<file path="config.mk">
export PLATFORM = sky130hd
export DESIGN_NAME = mem_copy_engine_flat
export DESIGN_NICKNAME = d
export VERILOG_FILES = /design/src/rtl/mem_copy_engine_pkg.sv /design/src/rtl/mem_copy_engine_if.sv /design/src/rtl/mem_copy_engine.sv /design/src/flat_wrapper.sv
export SDC_FILE = /design/constraint.sdc
export NUM_CORES = 1
export LEC_CHECK = 0
export ABC_AREA = 0
export CAP_MARGIN = 20
export CORE_ASPECT_RATIO = 0.8
export CORE_MARGIN = 2
export CORE_UTILIZATION = 50
export CTS_CLUSTER_DIAMETER = 120
export DETAILED_ROUTE_END_ITERATION = 8
export PLACE_DENSITY = 0.93
export SKIP_CTS_REPAIR_TIMING = 1
export SLEW_MARGIN = 15
export SYNTH_ARGS = -nofsm -noshare
export SYNTH_HDL_FRONTEND = slang
export SYNTH_SLANG_ARGS = --single-unit
</file>
<file path="constraint.sdc">
create_clock -name clk -period 3.9 [get_ports clk]
set_input_delay 0.78 -clock clk [delete_from_list [all_inputs] [get_ports clk]]
set_output_delay 0.78 -clock clk [all_outputs]
set_load 0.005 [all_outputs]
</file>
<file path="src/rtl/mem_copy_engine_pkg.sv">
// Shared widths and FSM encoding for the memory copy/fill engine.
package mem_copy_engine_pkg;

    localparam int DEF_DATA_WIDTH = 20;
    localparam int DEF_ADDR_WIDTH = 5;
    localparam int DEF_LEN_WIDTH  = DEF_ADDR_WIDTH + 1;

    typedef enum logic [2:0] {
        ST_IDLE  = 3'd0,
        ST_READ  = 3'd1,
        ST_WRITE = 3'd2,
        ST_FILLW = 3'd3,
        ST_DONE  = 3'd4
    } state_t;

endpackage

</file>
<file path="src/rtl/mem_copy_engine_if.sv">
// Data-port bus between the copy engine (master) and main memory (slave).
interface mem_copy_engine_if
    import mem_copy_engine_pkg::*;
#(
    parameter int DATA_WIDTH = DEF_DATA_WIDTH,
    parameter int ADDR_WIDTH = DEF_ADDR_WIDTH
);
    logic [ADDR_WIDTH-1:0] mem_addr;
    logic [DATA_WIDTH-1:0] mem_wdata;
    logic                  mem_wr_en;
    logic [DATA_WIDTH-1:0] mem_rdata;

    modport master (output mem_addr, output mem_wdata, output mem_wr_en, input mem_rdata);
    modport slave  (input mem_addr, input mem_wdata, input mem_wr_en, output mem_rdata);
endinterface

</file>
<file path="src/rtl/mem_copy_engine.sv">
// Word-sequential copy / constant-fill initiator for the main memory data port.
// All memory-side outputs are registered so they are stable at the memory's negedge write.
module mem_copy_engine
    import mem_copy_engine_pkg::*;
#(
    parameter int DATA_WIDTH = DEF_DATA_WIDTH,
    parameter int ADDR_WIDTH = DEF_ADDR_WIDTH,
    parameter int LEN_WIDTH  = ADDR_WIDTH + 1
) (
    input  logic                  clk,
    input  logic                  rst_n,
    input  logic                  start,
    input  logic                  fill_mode,
    input  logic [ADDR_WIDTH-1:0] src_addr,
    input  logic [ADDR_WIDTH-1:0] dst_addr,
    input  logic [LEN_WIDTH-1:0]  len,
    input  logic [DATA_WIDTH-1:0] fill_data,
    output logic                  busy,
    output logic                  done,
    output logic [LEN_WIDTH-1:0]  words_done,
    mem_copy_engine_if.master     mem
);

    localparam logic [LEN_WIDTH-1:0] MAX_LEN = LEN_WIDTH'(2 ** ADDR_WIDTH);

    state_t                state_reg, state_next;
    logic [ADDR_WIDTH-1:0] src_ptr_reg, src_ptr_next;
    logic [ADDR_WIDTH-1:0] dst_ptr_reg, dst_ptr_next;
    logic [LEN_WIDTH-1:0]  remaining_reg, remaining_next;
    logic [LEN_WIDTH-1:0]  words_done_reg, words_done_next;
    logic [ADDR_WIDTH-1:0] addr_reg, addr_next;
    logic [DATA_WIDTH-1:0] wdata_reg, wdata_next;
    logic                  wr_en_reg, wr_en_next;
    logic                  busy_reg, busy_next;
    logic                  done_reg, done_next;
    logic [LEN_WIDTH-1:0]  len_eff;

    assign len_eff = (len > MAX_LEN) ? MAX_LEN : len;

    always_ff @(posedge clk or negedge rst_n) begin
        if (!rst_n) begin
            state_reg      <= ST_IDLE;
            src_ptr_reg    <= '0;
            dst_ptr_reg    <= '0;
            remaining_reg  <= '0;
            words_done_reg <= '0;
            addr_reg       <= '0;
            wdata_reg      <= '0;
            wr_en_reg      <= 1'b0;
            busy_reg       <= 1'b0;
            done_reg       <= 1'b0;
        end else begin
            state_reg      <= state_next;
            src_ptr_reg    <= src_ptr_next;
            dst_ptr_reg    <= dst_ptr_next;
            remaining_reg  <= remaining_next;
            words_done_reg <= words_done_next;
            addr_reg       <= addr_next;
            wdata_reg      <= wdata_next;
            wr_en_reg      <= wr_en_next;
            busy_reg       <= busy_next;
            done_reg       <= done_next;
        end
    end

    always_comb begin
        state_next      = state_reg;
        src_ptr_next    = src_ptr_reg;
        dst_ptr_next    = dst_ptr_reg;
        remaining_next  = remaining_reg;
        words_done_next = words_done_reg;
        addr_next       = addr_reg;
        wdata_next      = wdata_reg;
        wr_en_next      = 1'b0;

        case (state_reg)
            ST_IDLE: begin
                if (start) begin
                    src_ptr_next    = src_addr;
                    dst_ptr_next    = dst_addr;
                    remaining_next  = len_eff;
                    words_done_next = '0;
                    if (len_eff == '0) begin
                        state_next = ST_DONE;
                    end else if (fill_mode) begin
                        state_next = ST_FILLW;
                        addr_next  = dst_addr;
                        wdata_next = fill_data;
                        wr_en_next = 1'b1;
                    end else begin
                        state_next = ST_READ;
                        addr_next  = src_addr;
                    end
                end
            end
            ST_READ: begin
                wdata_next = mem.mem_rdata;
                addr_next  = dst_ptr_reg;
                wr_en_next = 1'b1;
                state_next = ST_WRITE;
            end
            ST_WRITE: begin
                src_ptr_next    = src_ptr_reg + 1'b1;
                dst_ptr_next    = dst_ptr_reg + 1'b1;
                words_done_next = words_done_reg + 1'b1;
                remaining_next  = remaining_reg - 1'b1;
                if (remaining_reg == LEN_WIDTH'(1)) begin
                    state_next = ST_DONE;
                end else begin
                    state_next = ST_READ;
                    addr_next  = src_ptr_reg + 1'b1;
                end
            end
            ST_FILLW: begin
                // wdata_reg still holds the fill constant latched at start
                dst_ptr_next    = dst_ptr_reg + 1'b1;
                words_done_next = words_done_reg + 1'b1;
                remaining_next  = remaining_reg - 1'b1;
                if (remaining_reg == LEN_WIDTH'(1)) begin
                    state_next = ST_DONE;
                end else begin
                    addr_next  = dst_ptr_reg + 1'b1;
                    wr_en_next = 1'b1;
                end
            end
            ST_DONE: begin
                state_next = ST_IDLE;
            end
            default: begin
                state_next = ST_IDLE;
            end
        endcase

        busy_next = (state_next != ST_IDLE);
        done_next = (state_next == ST_DONE);
    end

    assign busy          = busy_reg;
    assign done          = done_reg;
    assign words_done    = words_done_reg;
    assign mem.mem_addr  = addr_reg;
    assign mem.mem_wdata = wdata_reg;
    assign mem.mem_wr_en = wr_en_reg;

endmodule

</file>
<file path="src/flat_wrapper.sv">
// flat-port wrapper written by rule: the top's interface ports become plain ports
module mem_copy_engine_flat import mem_copy_engine_pkg::*;
#(
    parameter int DATA_WIDTH = DEF_DATA_WIDTH,
    parameter int ADDR_WIDTH = DEF_ADDR_WIDTH,
    parameter int LEN_WIDTH  = ADDR_WIDTH + 1
)
  (clk, rst_n, start, fill_mode, src_addr, dst_addr, len, fill_data, busy, done, words_done, mem_mem_addr, mem_mem_wdata, mem_mem_wr_en, mem_mem_rdata);
  mem_copy_engine_if #(.DATA_WIDTH(DATA_WIDTH), .ADDR_WIDTH(ADDR_WIDTH)) mem_i ();
  input  logic clk;
  input  logic rst_n;
  input  logic start;
  input  logic fill_mode;
  input  logic [ADDR_WIDTH-1:0] src_addr;
  input  logic [ADDR_WIDTH-1:0] dst_addr;
  input  logic [LEN_WIDTH-1:0] len;
  input  logic [DATA_WIDTH-1:0] fill_data;
  output logic busy;
  output logic done;
  output logic [LEN_WIDTH-1:0] words_done;
  output wire logic [$bits(mem_i.mem_addr)-1:0] mem_mem_addr;
  output wire logic [$bits(mem_i.mem_wdata)-1:0] mem_mem_wdata;
  output wire logic [$bits(mem_i.mem_wr_en)-1:0] mem_mem_wr_en;
  input wire logic [$bits(mem_i.mem_rdata)-1:0] mem_mem_rdata;
  assign mem_mem_addr = mem_i.mem_addr;
  assign mem_mem_wdata = mem_i.mem_wdata;
  assign mem_mem_wr_en = mem_i.mem_wr_en;
  assign mem_i.mem_rdata = mem_mem_rdata;
  mem_copy_engine #(.DATA_WIDTH(DATA_WIDTH), .ADDR_WIDTH(ADDR_WIDTH), .LEN_WIDTH(LEN_WIDTH)) u_core (.clk(clk), .rst_n(rst_n), .start(start), .fill_mode(fill_mode), .src_addr(src_addr), .dst_addr(dst_addr), .len(len), .fill_data(fill_data), .busy(busy), .done(done), .words_done(words_done), .mem(mem_i));
endmodule
</file>
* Word-level counts from Yosys, hierarchy flattened *
Index checks and enable logic that the tools add are counted.

storage, ports and cells
  bits of input ports = 60
  word-level logic and storage cells = 67
  bits in registers = 53
  output and inout port bits = 34

cells by class
  multiplexer cells = 30
  reductions and logical operators = 12
  equal/unequal tests = 10
  add/subtract/negate cells = 4
  order comparisons = 1

operators with widths
  kind                                                                    count
  20-bit 2-to-1 mux                                                       3
  20-bit case mux with 2 select lines                                     1
  5-bit 2-to-1 mux                                                        7
  6-bit case mux with 2 select lines                                      2
  5-bit case mux with 2 select lines                                      2
  5-bit case mux with 4 select lines                                      1
  6-bit 2-to-1 mux                                                        3
  3-bit 2-to-1 mux                                                        4
  3-bit case mux with 4 select lines                                      1
  5-bit by 1-bit adder with 5-bit output (second input constant)          2
  2-bit inequality test (second input constant)                           5
  6-bit by 1-bit adder with 6-bit output (second input constant)          1
  3-bit by 2-bit equality test with 1-bit output (second input constant)  2
  6-bit by 1-bit equality test with 1-bit output (second input constant)  1
  6-bit > comparator (second input constant)                              1
  6-bit zero test                                                         1
  2-bit nonzero test                                                      3
  6-bit by 1-bit subtractor with 6-bit output (second input constant)     1
  5-bit AND reduction                                                     1
  1-bit 2-to-1 mux                                                        4
  2-bit AND reduction                                                     2
  4-bit AND reduction                                                     1
  4-bit nonzero test                                                      1
  3-bit by 1-bit equality test with 1-bit output (second input constant)  1
  6 further kinds                                                         6

* Depth between registers and ports, before layout *
Gate-level depths: netlist of the first run.

  word-level depth = 7
  depth in mapped cells = 6
  depth with buffers taken out = 6

* Worst setup path before layout of the first run *
OpenSTA, ideal clock, no wires.

  path type = input to register
  start point = input port start
  end point = register u_core.wdata_reg[0], in the netlist u_core.mem.mem_wdata[0]
  arrival = 2007 ps
  setup time = 128 ps
  path buffers = 1
  required time = 3772 ps
  cell stages on the path = 5
  slack = 1765 ps
  path through = nand2b_1 nor3_1 a31o_2 buf_2 mux2_1

between the ends
  word-level cells in the longest chain between the ends = 2

RTL lines
  item                             line                   text
  start: declaration               flat_wrapper.sv:12     input logic start;
  2-bit inequality test (no line)  n/a
  4-bit AND reduction (no line)    n/a
  end signal: assignment           mem_copy_engine.sv:59  wdata_reg <= wdata_next;
  end: declaration                 mem_copy_engine.sv:32  logic [DATA_WIDTH-1:0] wdata_reg, wdata_next;

Every way passes these cells.
A chain may end at the register's enable or synchronous reset.

* Final worst setup path of the first run *
  start point = input port len[5]
  end point = register u_core.wdata_reg[9], in the netlist u_core.mem.mem_wdata[9]

between the ends
  word-level cells in the longest chain between the ends = 5

RTL lines
  item                                 line                   text
  start: declaration                   flat_wrapper.sv:16     input logic [LEN_WIDTH-1:0] len;
  6-bit > comparator                   mem_copy_engine.sv:38  assign len_eff = (len > MAX_LEN) ? MAX_LEN : len;
  6-bit 2-to-1 mux (*)                 mem_copy_engine.sv:38
  6-bit zero test (*)                  mem_copy_engine.sv:83  if (len_eff == '0) begin
  2-bit inequality test (no line) (*)  n/a
  4-bit AND reduction (no line) (*)    n/a

Mark *: on every way between the ends. The rest lies on a longest branch, timed or not.

==> results of run 1 <==
kinds of logic after synthesis:
group | after synthesis | share of synthesized area (%)
mux | 52 | 19.8
flops | 53 | 44.4
compound gates | 66 | 15.6
buf+inv | 28 | 3.73
fa+ha+maj | 5 | 2.09
xor+xnor | 6 | 1.76
simple gates | 70 | 12.6
cell usage after synthesis (all sizes together) (2+ instances only):
master / instances / area share, %
dfrtp: 53 / 44
mux2: 45 / 17
nand2: 17 / 2.1
a21oi: 16 / 2.7
clkbuf: 13 / 1.6
nor2: 13 / 1.6
o21ai: 11 / 1.8
inv: 9 / 1.1
a31o: 8 / 2.3
nand3: 8 / 1.3
mux2i: 7 / 2.3
a31oi: 5 / 1.0
buf: 5 / 0.84
ha: 5 / 2.1
nor3: 5 / 0.84
nand2b: 4 / 0.84
o22ai: 4 / 0.84
a2111oi: 3 / 0.88
and3: 3 / 0.63
nand4: 3 / 0.63
nor2b: 3 / 0.63
or3b: 3 / 0.88
xnor2: 3 / 0.88
xor2: 3 / 0.88
a211o: 2 / 0.92
a211oi: 2 / 0.50
a22oi: 2 / 0.50
nand4b: 2 / 0.59
o211ai: 2 / 0.50
o21a: 2 / 0.54
o32ai: 2 / 0.59
or3: 2 / 0.42
or4b: 2 / 0.80
how the worst max path moves through the flow:
stage | depth (start not counted) | endpoint | slack, ns
2_1_floorplan | 5 | u_core.mem.mem_wdata[0]$_DFFE_PN0P_ | 1.77
3_3_place_gp | 5 | u_core.mem.mem_wdata[15]$_DFFE_PN0P_ | 1.19
3_5_place_dp | 5 | u_core.mem.mem_wdata[9]$_DFFE_PN0P_ | 1.04
4_1_cts | 5 | u_core.mem.mem_wdata[9]$_DFFE_PN0P_ | 1.37
5_1_grt | 5 | u_core.mem.mem_wdata[11]$_DFFE_PN0P_ | 1.22
6_report | 5 | u_core.mem.mem_wdata[9]$_DFFE_PN0P_ | 1.28
per-stage QoR:
stage,setup WS [ns],power (uW)
floorplan,1.77,2000
global placement,1.19,2570
detailed placement,1.04,2670
CTS,1.37,3070
global route,1.22,3270
finish,1.28,3080
metal layers:
layer | vias up | track usage (%)
met5 | - | 0
met3 | 26 | 3.41
li1 | 1202 | -
met2 | 132 | 40.8
met4 | 0 | 10.6
met1 | 1248 | 32.5
layout by cell type, fill, tap and decap left out, drive strengths merged, types with 7 or more instances in the layout:
master and n:
a21oi 16, nor2 13, clkdlybuf4s50 92, a31o 8, dfrtp 53, clkbuf 7, mux2 45, inv 9
nand3 8, nand2 17, mux2i 7, o21ai 11
cell type report:
class / count / area [um^2] / area share [%]
clock buffers: 7 / 86.3 / 2.11
clock inverters: 1 / 30.0 / 0.735
inverters: 10 / 37.5 / 0.919
multi-input cells: 199 / 1550 / 37.9
flip-flops and latches: 53 / 1330 / 32.5
well taps: 81 / 101 / 2.48
repair buffers: 97 / 956 / 23.4
critical path: stages:
cell	delay, ns
clkdlybuf4s50_1	0.50
nor4_1	0.34
nand2_1	0.29
a31o_2	0.50
mux2_1	0.39
power by group:
| group | switching [uW] | internal, uW | total, uW | leakage, uW |
|---|---|---|---|---|
| Clock | 181 | 209 | 390 | 0.0000585 |
| Sequential | 281 | 817 | 1100 | 0.000612 |
| Combinational | 687 | 906 | 1590 | 0.000999 |
==> impl_metrics.tcl, run 1 <==
set metrics [dict create \
    antenna_found_initial 0 \
    crit_type "in2reg" \
    fin_hold_ws_ns 0.487 \
    reg2reg_to "u_core.mem.mem_wdata[9]$_DFFE_PN0P_" \
    outcome "finished clean" \
    power_per_cell_area_nw_per_um2 754 \
    synth_area_per_cell_um2 10.7 \
    grt_usage_pct 24.4 \
    wl_met1_mm 3.40 \
    largest_reg_flops 20 \
    ys.flop_type "dfrtp_1" \
    cts_made_buffers 5 \
    finalMaxSlewViolations 0 \
    fin_crit_ns 2.62 \
    cts_buffer_depth 2 \
    dpl-instance-area_um2 3970 \
    wl_met2_mm 4.04 \
    worst_skew_pair.late_latency_ns 0.32 \
    die-area_um2 6610 \
    dp_hpwl_mm 6.05 \
    tightest_slew_ns 0.751 \
    fillCellCount 404 \
    hold_violations 0 \
    synthesis.area_um2 2990 \
    ys_seq_elements 53 \
    gr-total-overflow 0 \
    grt_pass1_wl_mm 12.7 \
    highest_layer "met4" \
    setup_violations 0 \
    die_h_um 73.1 \
    cts_sinks 53 \
    firstDrtPassIters 7 \
    crit_path_end_kind "flip-flop" \
    synth_cells 280 \
    ant_nets 0 \
    ir_worst_vdd_mv 0.334 \
    post-route-period-util_pct 67.1 \
    areaGrowthSynthToFinish_pct 36.8 \
    remaining_drc_errors 0 \
    seq_area_frac_synth_pct 44.4 \
    grt_max_degree 31 \
    setup-tns-final_ns 0 \
    n_antenna_cell 0 \
    cts_tree "done" \
    drive_above_1_share_pct 12.8 \
    post_drt_via_cell_ratio 5.82 \
    grt_pass1_vias 2540 \
    post-place-cells 440 \
    routedWlPerCell_um 18.1 \
    cap_violations 0 \
    crit_start "len[5]" \
    worstReg2RegStart "u_core.state_reg[0]$_DFF_PN0_" \
    vias 2608 \
    dr_wl_met3_um 473 \
    rsz0062_at_grt "no" \
    fmaxAchievable_mhz 382 \
    fin_nets 431 \
    relSlewSlack_pct 49.9 \
    routabilityCongestion 0.914 \
    num_rows 25 \
    yosysWarnings 0 \
    p_leak_uw 0.00167 \
    worst_setup_path_start_kind "input port" \
    portBuffers 93 \
    reg2reg_depth 5 \
    final_area_um2 4090 \
    instances_no_fill 448 \
    hold_class "in2async" \
    cts_root_buf "clkbuf_8" \
    clk_pin_slew_ns 0.10 \
    htreeDepth 2 \
    fp.dieW_um 90.4 \
    synth_cell_types 55 \
    synth_edf_count 0 \
    drtIter0Drc 198 \
    worstPathMaxFanout 20 \
    fin_util_pct 69.9 \
    fp.coreArea_um2 5850 \
    ys_async_sr_fraction_pct 100 \
    num_io_pins 94 \
    worstPathArrival_ns 2.82 \
    required_ns 4.10 \
    rrSetupSlack_ns 1.52 \
    synth.net_count 345 \
    drt-total-wl_mm 8.10 \
    floorplan.initialDensity_pct 51.1 \
    finClkSkew_ns 0.0106 \
]
(Power assumes the default switching activity.)
==> run 2: changes to the inputs <==
Settings changed: CORE_UTILIZATION 50 to 42, PLACE_DENSITY 0.93 to 0.84.
Clock period 3.9 ns to 2.2 ns, I/O delays scaled along.
==> run 2 against run 1 <==
Against the previous run:
- first-iteration DRC count decreased by 50%
- worst hold slack got worse by 0.36 ns
- largest power group unchanged
- setup slack got worse by 1.3 ns
- power increased by 79%
- cell area increased by 4.2%
- sequential power increased by 70%
- via count increased by 0.46%
- combinational power increased by 87%
- non-clock buffer count increased by 16
==> impl_metrics.tcl, run 2 (synthesized netlist as in run 1, its figures left out) <==
set metrics [dict create \
    comb_power_share_pct 53.8 \
    fin_nets 447 \
    required_ns 2.40 \
    worst_skew_pair.late_latency_ns 0.32 \
    final_common_cell "clkdlybuf4s50_1" \
    final_cell_mix "clkdlybuf4s50_1 (92), dfrtp_1 (53), mux2_2 (21)" \
    grt_pass1_wl_mm 12.5 \
    num_rows 27 \
    cts_tree "done" \
    remaining_drc_errors 0 \
    p_leak_uw 0.00175 \
    drt-total-wl_mm 7.66 \
    p_int_uw 3540 \
    ir_worst_vdd_mv 0.564 \
    clk_pin_slew_ns 0.10 \
    areaGrowthSynthToFinish_pct 42.6 \
    htreeDepth 2 \
    hold_violations 0 \
    routedWlPerCell_um 16.3 \
    power_per_cell_area_nw_per_um2 1300 \
    grt_max_degree 29 \
    cts_buffer_depth 2 \
    cts_root_buf "clkbuf_8" \
    outcome "finished clean" \
    die-area_um2 7810 \
    post_drt_via_cell_ratio 5.57 \
    dpl-instance-area_um2 4100 \
    tightest_slew_ns 0.638 \
    fin_hold_ws_ns 0.129 \
    hold_class "in2async" \
    fin_crit_ns 2.20 \
    crit_path_end_kind "flip-flop" \
    fmaxAchievable_mhz 455 \
    ant_nets 0 \
    largest_reg_flops 20 \
    grt_pass1_vias 2646 \
    gr-total-overflow 0 \
    portBuffers 93 \
    cts_made_buffers 5 \
    drtIter0Drc 99 \
    crit_type "reg2reg" \
    vias 2620 \
    fp.dieW_um 98.3 \
    p_clk_share_pct 12.4 \
    finClkSkew_ns 0.0120 \
    rsz0062_at_grt "yes" \
    fp.coreArea_um2 6890 \
    setup-tns-final_ns 0 \
    worstPathMaxFanout 5 \
    antenna_found_initial 0 \
    die_h_um 79.4 \
    seqPwrFrac_pct 33.8 \
    dp_hpwl_mm 5.76 \
    floorplan.initialDensity_pct 43.3 \
    relSlewSlack_pct 57.5 \
    n_antenna_cell 0 \
    setup_violations 0 \
    cap_violations 0 \
    p_sw_uw 1990 \
    drive_above_1_share_pct 17.5 \
    firstDrtPassIters 4 \
    grt_usage_pct 19.7 \
    swShare_pct 36.0 \
    post-route-period-util_pct 99.9 \
    finalMaxSlewViolations 0 \
    routabilityCongestion 0.900 \
    worst_setup_path_start_kind "flip-flop" \
    worstPathArrival_ns 2.40 \
    cts_sinks 53 \
    final_area_um2 4260 \
    num_io_pins 94 \
]
[run 2: cell types whose count changed in the layout (fill, tap and decap cells not counted)]
cell / change
a31o_4: +1
clkinv_2: +1
clkbuf_1: -1
inv_6: +1
nor2_2: +1
inv_2: +1
clkbuf_8: -1
ha_4: +1
ha_1: -1
buf_12: +2
inv_1: -1
a31o_2: -1
buf_4: +14
nor2_1: -1
[run 2: metrics by stage]
step / setup slack (ns) / power (uW) / instances / util [%]
finish: 0.00280 / 5530 / 470 / 61.8
global route: -0.0403 / 5970 / 470 / 61.8
CTS: -0.0148 / 5480 / 466 / 61.1
detailed placement: -0.238 / 4770 / 458 / 59.4
global placement: -0.231 / 4650 / 458 / 59.4
floorplan: 0.128 / 3540 / 280 / -
[run 2: path summary, 6_finish.rpt]
path | endpoint | depth (start not counted) | from | slack [ns]
max | u_core.mem.mem_addr[4]$_DFFE_PN0P_ | 5 | u_core.remaining_reg[0]$_DFFE_PN0P_ | 0.003
min | u_core.remaining_reg[2]$_DFFE_PN0P_ | 1 | rst_n | 0.13
max reg2reg | u_core.mem.mem_addr[4]$_DFFE_PN0P_ | 5 | u_core.remaining_reg[0]$_DFFE_PN0P_ | 0.003
min reg2reg | u_core.mem.mem_wdata[5]$_DFFE_PN0P_ | 1 | u_core.mem.mem_wdata[5]$_DFFE_PN0P_ | 0.50
max in group asynchronous | u_core.mem.mem_wdata[2]$_DFFE_PN0P_ | 2 | rst_n | 1.49
min in group clk | u_core.mem.mem_wdata[5]$_DFFE_PN0P_ | 1 | u_core.mem.mem_wdata[5]$_DFFE_PN0P_ | 0.50
[run 2: power groups by stage]
stage	clock network, uW	logic [uW]	registers, uW
2_1_floorplan	0	1770	1770
3_3_place_gp	0	2810	1840
3_5_place_dp	0	2900	1870
4_1_cts	697	2920	1860
5_1_grt	742	3280	1940
6_report	688	2970	1870
[run 2: per-layer routing]
layer	vias up	share of wire [%]	track usage, %
met5	-	0	0
met4	0	0.91	5.48
met3	8	6.0	4.90
met2	79	48	31.8
met1	1289	45	26.6
li1	1244	-	-
[run 2: area by class of cell]
cell class,count,area [um^2]
fillers,589,2630
well taps,87,109
repair buffers,113,1100
clock buffers,5,68.8
multi-input cells,199,1570
clock inverters,3,43.8
flip-flops and latches,53,1330
inverters,10,37.5
[run 2: critical path, cell delays in order, from the launching register on]
cell and delay (ns):
dfrtp_1 0.46, ha_4 0.16, or4b_4 0.49, o311a_4 0.34, a211o_4 0.32, mux2_4 0.31
==> run 3: changes to the inputs <==
Settings changed: CTS_CLUSTER_DIAMETER 120 to default.
==> results of run 3 <==
Final layout, timing and power as in run 2 (identical DEF).
